File: src/rtl/div_sequencer_pkg.sv
// Shared definitions for the DIV/DIVU sequencer: default width and FSM state encoding.
package div_sequencer_pkg;

  localparam int DIV_WIDTH = 32;
  localparam int DIV_CNT_W = $clog2(DIV_WIDTH);

  // state | meaning
  // IDLE  | waiting for a divide in E; accepts operands
  // BUSY  | one quotient bit per cycle, pipeline stalled
  // DONE  | result registers valid, one-cycle div_done pulse
  typedef enum logic [1:0] {
    IDLE = 2'b00,
    BUSY = 2'b01,
    DONE = 2'b10
  } div_state_e;

endpackage

File: src/rtl/div_sequencer_if.sv
// E-stage side of the divider: operand hand-off, stall and result delivery.
interface div_sequencer_if #(
  parameter int WIDTH = 32
);
  logic             div_startE;
  logic             div_signedE;
  logic [WIDTH-1:0] opaE;
  logic [WIDTH-1:0] opbE;
  logic             annul;
  logic             div_stall;
  logic             div_done;
  logic [WIDTH-1:0] hi_out;
  logic [WIDTH-1:0] lo_out;

  modport master (
    output div_startE, div_signedE, opaE, opbE, annul,
    input  div_stall, div_done, hi_out, lo_out
  );

  modport slave (
    input  div_startE, div_signedE, opaE, opbE, annul,
    output div_stall, div_done, hi_out, lo_out
  );
endinterface

File: src/rtl/div_sequencer_step.sv
// One radix-2 restoring iteration: shift {rem,quo} left, trial-subtract the divisor.
module div_step #(
  parameter int WIDTH = 32
) (
  input  logic [WIDTH-1:0] rem_i,
  input  logic [WIDTH-1:0] quo_i,
  input  logic [WIDTH-1:0] divisor_i,
  output logic [WIDTH-1:0] rem_o,
  output logic [WIDTH-1:0] quo_o
);
  logic [WIDTH:0] shifted;
  logic           fits;

  // The shifted remainder needs WIDTH+1 bits; a fitting difference is below the
  // divisor, so the low WIDTH bits of the modular subtract are exact.
  always_comb begin
    shifted = {rem_i, quo_i[WIDTH-1]};
    fits    = (shifted >= {1'b0, divisor_i});
    rem_o   = fits ? (shifted[WIDTH-1:0] - divisor_i) : shifted[WIDTH-1:0];
    quo_o   = {quo_i[WIDTH-2:0], fits};
  end
endmodule

File: src/rtl/div_sequencer.sv
// Multi-cycle DIV/DIVU sequencer beside the E stage; stalls the pipeline while busy.
module div_sequencer
  import div_sequencer_pkg::*;
#(
  parameter int WIDTH = DIV_WIDTH
) (
  input  logic            clk,
  input  logic            rst,
  div_sequencer_if.slave  bus
);
  localparam int CNT_W = $clog2(WIDTH);

  div_state_e       state_q, state_d;
  logic [CNT_W-1:0] cnt_q, cnt_d;
  logic [WIDTH-1:0] rem_q, rem_d, quo_q, quo_d, dvs_q, dvs_d;
  logic [WIDTH-1:0] hi_q, hi_d, lo_q, lo_d;
  logic             negq_q, negq_d, negr_q, negr_d;
  logic [WIDTH-1:0] rem_step, quo_step, abs_a, abs_b;
  logic             a_neg, b_neg, accept, stall, done;

  div_step #(.WIDTH(WIDTH)) u_step (
    .rem_i     (rem_q),
    .quo_i     (quo_q),
    .divisor_i (dvs_q),
    .rem_o     (rem_step),
    .quo_o     (quo_step)
  );

  assign a_neg  = bus.div_signedE & bus.opaE[WIDTH-1];
  assign b_neg  = bus.div_signedE & bus.opbE[WIDTH-1];
  assign abs_a  = a_neg ? -bus.opaE : bus.opaE;
  assign abs_b  = b_neg ? -bus.opbE : bus.opbE;
  assign accept = bus.div_startE & ~bus.annul;

  // State and datapath registers; reset wins over any operation in flight.
  always_ff @(posedge clk) begin
    if (rst) begin
      state_q <= IDLE;
      cnt_q   <= '0;
      rem_q   <= '0;
      quo_q   <= '0;
      dvs_q   <= '0;
      hi_q    <= '0;
      lo_q    <= '0;
      negq_q  <= 1'b0;
      negr_q  <= 1'b0;
    end else begin
      state_q <= state_d;
      cnt_q   <= cnt_d;
      rem_q   <= rem_d;
      quo_q   <= quo_d;
      dvs_q   <= dvs_d;
      hi_q    <= hi_d;
      lo_q    <= lo_d;
      negq_q  <= negq_d;
      negr_q  <= negr_d;
    end
  end

  // Next-state, datapath update and stall/done outputs.
  always_comb begin
    state_d = state_q;
    cnt_d   = cnt_q;
    rem_d   = rem_q;
    quo_d   = quo_q;
    dvs_d   = dvs_q;
    hi_d    = hi_q;
    lo_d    = lo_q;
    negq_d  = negq_q;
    negr_d  = negr_q;
    stall   = 1'b0;
    done    = 1'b0;
    case (state_q)
      IDLE: begin
        if (accept) begin
          stall  = 1'b1;
          negq_d = a_neg ^ b_neg;
          negr_d = a_neg;
          rem_d  = '0;
          quo_d  = abs_a;
          dvs_d  = abs_b;
          cnt_d  = '0;
          if (bus.opbE == '0) begin
            // Divide by zero skips the iterations with a fixed result.
            state_d = DONE;
            lo_d    = '1;
            hi_d    = bus.opaE;
          end else begin
            state_d = BUSY;
          end
        end
      end
      BUSY: begin
        if (bus.annul) begin
          state_d = IDLE;
        end else begin
          stall = 1'b1;
          rem_d = rem_step;
          quo_d = quo_step;
          cnt_d = cnt_q + CNT_W'(1);
          if (cnt_q == CNT_W'(WIDTH - 1)) begin
            state_d = DONE;
            lo_d    = negq_q ? -quo_step : quo_step;
            hi_d    = negr_q ? -rem_step : rem_step;
          end
        end
      end
      DONE: begin
        done    = 1'b1;
        state_d = IDLE;
      end
      default: state_d = IDLE;
    endcase
  end

  assign bus.div_stall = stall;
  assign bus.div_done  = done;
  assign bus.hi_out    = hi_q;
  assign bus.lo_out    = lo_q;
endmodule
File: src/flat_wrapper.sv
// flat-port wrapper written by rule: the top's interface ports become plain ports
module div_sequencer_flat import div_sequencer_pkg::*;
#(
  parameter int WIDTH = DIV_WIDTH
)
  (clk, rst, bus_div_startE, bus_div_signedE, bus_opaE, bus_opbE, bus_annul, bus_div_stall, bus_div_done, bus_hi_out, bus_lo_out);
  div_sequencer_if #(.WIDTH(WIDTH)) bus_i ();
  input  logic clk;
  input  logic rst;
  input wire logic [$bits(bus_i.div_startE)-1:0] bus_div_startE;
  input wire logic [$bits(bus_i.div_signedE)-1:0] bus_div_signedE;
  input wire logic [$bits(bus_i.opaE)-1:0] bus_opaE;
  input wire logic [$bits(bus_i.opbE)-1:0] bus_opbE;
  input wire logic [$bits(bus_i.annul)-1:0] bus_annul;
  output wire logic [$bits(bus_i.div_stall)-1:0] bus_div_stall;
  output wire logic [$bits(bus_i.div_done)-1:0] bus_div_done;
  output wire logic [$bits(bus_i.hi_out)-1:0] bus_hi_out;
  output wire logic [$bits(bus_i.lo_out)-1:0] bus_lo_out;
  assign bus_i.div_startE = bus_div_startE;
  assign bus_i.div_signedE = bus_div_signedE;
  assign bus_i.opaE = bus_opaE;
  assign bus_i.opbE = bus_opbE;
  assign bus_i.annul = bus_annul;
  assign bus_div_stall = bus_i.div_stall;
  assign bus_div_done = bus_i.div_done;
  assign bus_hi_out = bus_i.hi_out;
  assign bus_lo_out = bus_i.lo_out;
  div_sequencer #(.WIDTH(WIDTH)) u_core (.clk(clk), .rst(rst), .bus(bus_i));
endmodule
File: config.mk
export PLATFORM = sky130hd
export DESIGN_NAME = div_sequencer_flat
export DESIGN_NICKNAME = d
export VERILOG_FILES = /design/src/rtl/div_sequencer_pkg.sv /design/src/rtl/div_sequencer_if.sv /design/src/rtl/div_sequencer_step.sv /design/src/rtl/div_sequencer.sv /design/src/flat_wrapper.sv
export SDC_FILE = /design/constraint.sdc
export NUM_CORES = 1
export LEC_CHECK = 0
export ABC_AREA = 1
export BUFFER_PORTS_ARGS = -buffer_cell sky130_fd_sc_hd__clkbuf_2
export CELL_PAD_IN_SITES_DETAIL_PLACEMENT = 1
export CELL_PAD_IN_SITES_GLOBAL_PLACEMENT = 2
export CORE_MARGIN = 5
export CORE_UTILIZATION = 29
export CTS_CLUSTER_DIAMETER = 200
export DETAILED_ROUTE_END_ITERATION = 6
export PLACE_DENSITY = 0.85
export SYNTH_ARGS = -nofsm -noshare
export SYNTH_HDL_FRONTEND = slang
export SYNTH_SLANG_ARGS = --single-unit
File: constraint.sdc
create_clock -name clk -period 3.5 [get_ports clk]
set_input_delay 0.7 -clock clk [delete_from_list [all_inputs] [get_ports clk]]
set_output_delay 0.7 -clock clk [all_outputs]
set_load 0.005 [all_outputs]
==> summary.md <==
| Metric | Value |
|---|---|
| Initial Util | `29.2%` |
| DR pass1 iterations | `5` |
| Port buffer count | `134` |
| Total global routing overflow | `0` |
| CP max stage cell | `dfxtp_1` |
| Fin nets | `2432` |
| Worst Setup Start Kind | `flop` |
| GP Congestion | `0.923` |
| CORE AREA | `42900 um^2` |
| Yosys top cell by area | `dfxtp_1` |
| Critical path arrival | `3.79 ns` |
| Synthesized-area fraction occupied by and/or/nand/nor cells | `34.1%` |
| Largest delay share family, worst path | `simple AND/OR/NAND/NOR gates` |
| Clock transition at path regs | `0.07 ns` |
| Commonest non-fill, non-tap cells in the layout | `480 x nand2_1, 230 x inv_1, 226 x buf_4, 179 x a21oi_1, 163 x nor2_1` |
| Post-synth ARST share | `0%` |
| Synthesized instance count | `2027` |
| Die ar. | `47400 um^2` |
| Core Rows | `76` |
| Root buffer cell | `clkbuf_16` |
| Fin cells | `2922` |
| Critical Path End Type | `flop` |
| Yosys cell types | `55` |
| DIE WIDTH | `218 um` |
| R2r setup slk | `0.08 ns` |
| CTS sink cnt | `169` |
| Largest net degree at the start of global routing | `84` |
| Cell leakage power | `7.80 nW` |
| Max-slew headroom | `35.3%` |
| P per Cell Area | `399 nW/um^2` |
| Final Power | `6.66 mW` |
| Antenna Nets Post-Route | `0` |
| Wire per inst | `19.5 um` |
| Synth Cell Area | `12500 um^2` |
| Avg Inst Size Synth | `6.17 um^2` |
| Peak supply drop | `0.000363 V` |
| Vias per inst | `5.20` |
| # diodes | `0` |
| Worst-skew pair later-pin latency | `0.48 ns` |
| Fraction of the mapped netlist area in adder cells | `3.96%` |
| CTS tree | `done` |
| Synth Flop Type | `dfxtp_1` |
| Pins Over Slew Limit | `0` |
| Register area share after synthesis | `27.1%` |
| Fin Clk Skew | `0.0165 ns` |
| Top fanout value on the critical path | `3` |
| Post-synth EDFFs | `0` |
| Initial antenna violation count | `1` |
| Largest family of logic cells by synthesized area | `simple AND/OR/NAND/NOR gates` |
| Status | `completed` |
| Dpl ws | `-0.344 ns` |
| Flops & latches, synth | `169` |
| Max Fclk | `0.292 GHz` |
| Syn nets | `2135` |
| Final Setup Violations | `0` |
| Final hold vios | `0` |
| Area grow syn2layout | `33.5%` |
| Max-cap viol count | `0` |
| Worst setup margin | `0.0757 ns` |
| Vias | `15.2k` |
| Tcrit/Tclk final | `97.8%` |
| First-pass GRT wire length | `88.1 mm` |
| Number of global-route vias before repair | `15.8k` |
| Clock Tree Buf Depth | `2` |
| Routed Wire Length | `56.8 mm` |
| DPL Wire Length | `43.3 mm` |
| DP Cell Count | `2873` |
| Residual DRC | `0` |
| TritonCTS buffer count | `17` |
| Commonest non-fill, non-tap cell in the layout | `nand2_1` |
| Req. time, crit path | `3.86 ns` |
| Post-synthesis xor/xnor area fraction | `3.22%` |
| Die Ht | `218 um` |
| Worst Tran Pin Value | `0.967 ns` |
| Post-synthesis mux area share | `0%` |
| Final Instance Area | `16700 um^2` |
| H-tree Lvls | `4` |
| RSZ-0062 raised after global routing | `yes` |
| Layout cells sized above 1 | `26.7%` |
| Final min period | `3.42 ns` |
| Global router's overall resource usage | `23.3%` |
| Crit path buffers/inverters | `4` |
| Synth top area cells | `dfxtp_1 27%, nand2_1 15%, a21oi_1 7.5%` |
| Hold WC Path Type | `reg2reg` |
| 1st-iter DRT viols | `965` |
| Synth Area in Compound Gates | `20.8%` |
| Synth top area share | `27.1%` |
| DP Area | `15200 um^2` |
| IO Count | `135` |
| Hold Worst Slack | `0.467 ns` |
| CP Class | `reg2reg` |
| Ys Warns | `0` |
| CP peak stage delay | `0.41 ns` |
-- power by group --
group          leakage (nW)  switching [mW]  internal (mW)
clock                 0.290           0.972           1.04
combinational          6.13            1.57          0.964
sequential             1.39          0.0943           2.02
-- through the flow --
step           utilization, %  TNS, ns
4_1_cts                  37.9        0
2_1_floorplan               -        0
5_1_grt                  38.9   -0.828
3_5_place_dp             35.5    -3.41
6_report                 38.9        0
3_3_place_gp             35.5   -0.457
-- repair_timing --
action / 4_1_cts / 5_1_grt
gates resized for setup: 66 / 101
hold buffers: 0 / 0
setup buffers: 6 / 11
endpoints found under the hold margin: 0 / 0
setup endpoints to repair: 22 / 32
pin swaps: 15 / 31
-- logic make-up (layout without fill, tap and decap cells) --
| group | count (synthesis) | in the layout |
|---|---|---|
| and+or+nand+nor | 977 | 977 |
| buffers and inverters | 343 | 653 |
| DFF | 169 | 169 |
| adders and majority gates | 39 | 39 |
| AOI/OAI and AO/OA | 453 | 453 |
| xor gates and xnor gates | 46 | 46 |
-- synth_stat cells, types with 4 or more instances --
cell and n:
a41oi_1 5, nand3b_1 6, clkbuf_1 71, inv_1 241, buf_2 6, nor2_2 13
o21bai_1 9, a211oi_1 6, nor3_1 36, o311ai_0 6, o21ai_2 6, inv_2 8
nand3_2 6, o31ai_1 11, buf_1 4, o21ai_1 12, ha_1 38, buf_6 6
a21oi_1 187, nand4_1 27, a21oi_2 6, xor2_1 40, dfxtp_1 169, xnor2_1 6
o211ai_1 22, nor2_1 183, o21ai_0 122, nor4_1 8, a31oi_1 41, o221ai_1 12
clkinv_1 5, nand2_1 511, or2_2 8, nand3_1 139, nor2_4 5, nand2_2 21
-- per-layer routing --
layer	vias to the layer above	share of wire, %	track usage [%]
met5	-	0	0
met4	0	2.7	6.91
met3	87	4.0	2.94
met2	355	48	39.9
met1	7441	46	30.8
li1	7310	-	-
-- flip-flops by register name, indices dropped and copies added (netlist names) --
| register | cells |
|---|---|
| u_core.dvs_q | 32 |
| u_core.state_q | 2 |
| u_core.negr_q | 1 |
| u_core.bus.lo_out | 32 |
| u_core.cnt_q | 5 |
| u_core.bus.hi_out | 32 |
| u_core.negq_q | 1 |
| u_core.rem_q | 32 |
| u_core.quo_q | 32 |
-- final timing paths --
path / start / endpoint / depth (start not counted)
worst min-delay path: u_core.bus.lo_out[11] / u_core.bus.lo_out[11] / 2
worst max-delay path: u_core.rem_q[2] / u_core.bus.lo_out[26] / 25
worst min register to register: u_core.bus.lo_out[11] / u_core.bus.lo_out[11] / 2
worst max register to register: u_core.rem_q[2] / u_core.bus.lo_out[26] / 25
-- final cells by class --
class | instances | area (um^2)
clock inverters | 13 | 134
multi-input cells | 1515 | 8500
flip-flops and latches | 169 | 3410
repair buffers | 367 | 2500
clock buffers | 19 | 453
inverters | 254 | 958
well taps | 585 | 732
fillers | 5657 | 26200
-- worst register-to-register path: cells and delay by family, from the launching register on --
| kind | cells | cell delay (ns) |
|---|---|---|
| flip-flops | 1 | 0.41 |
| AO/OA/AOI/OAI | 2 | 0.30 |
| buffers and inverters | 4 | 0.40 |
| AND/OR/NAND/NOR | 16 | 1.72 |
| XOR/XNOR | 1 | 0.10 |
| adder cells (fa/ha/maj) | 2 | 0.40 |
Power figures use the tool's default switching activity.
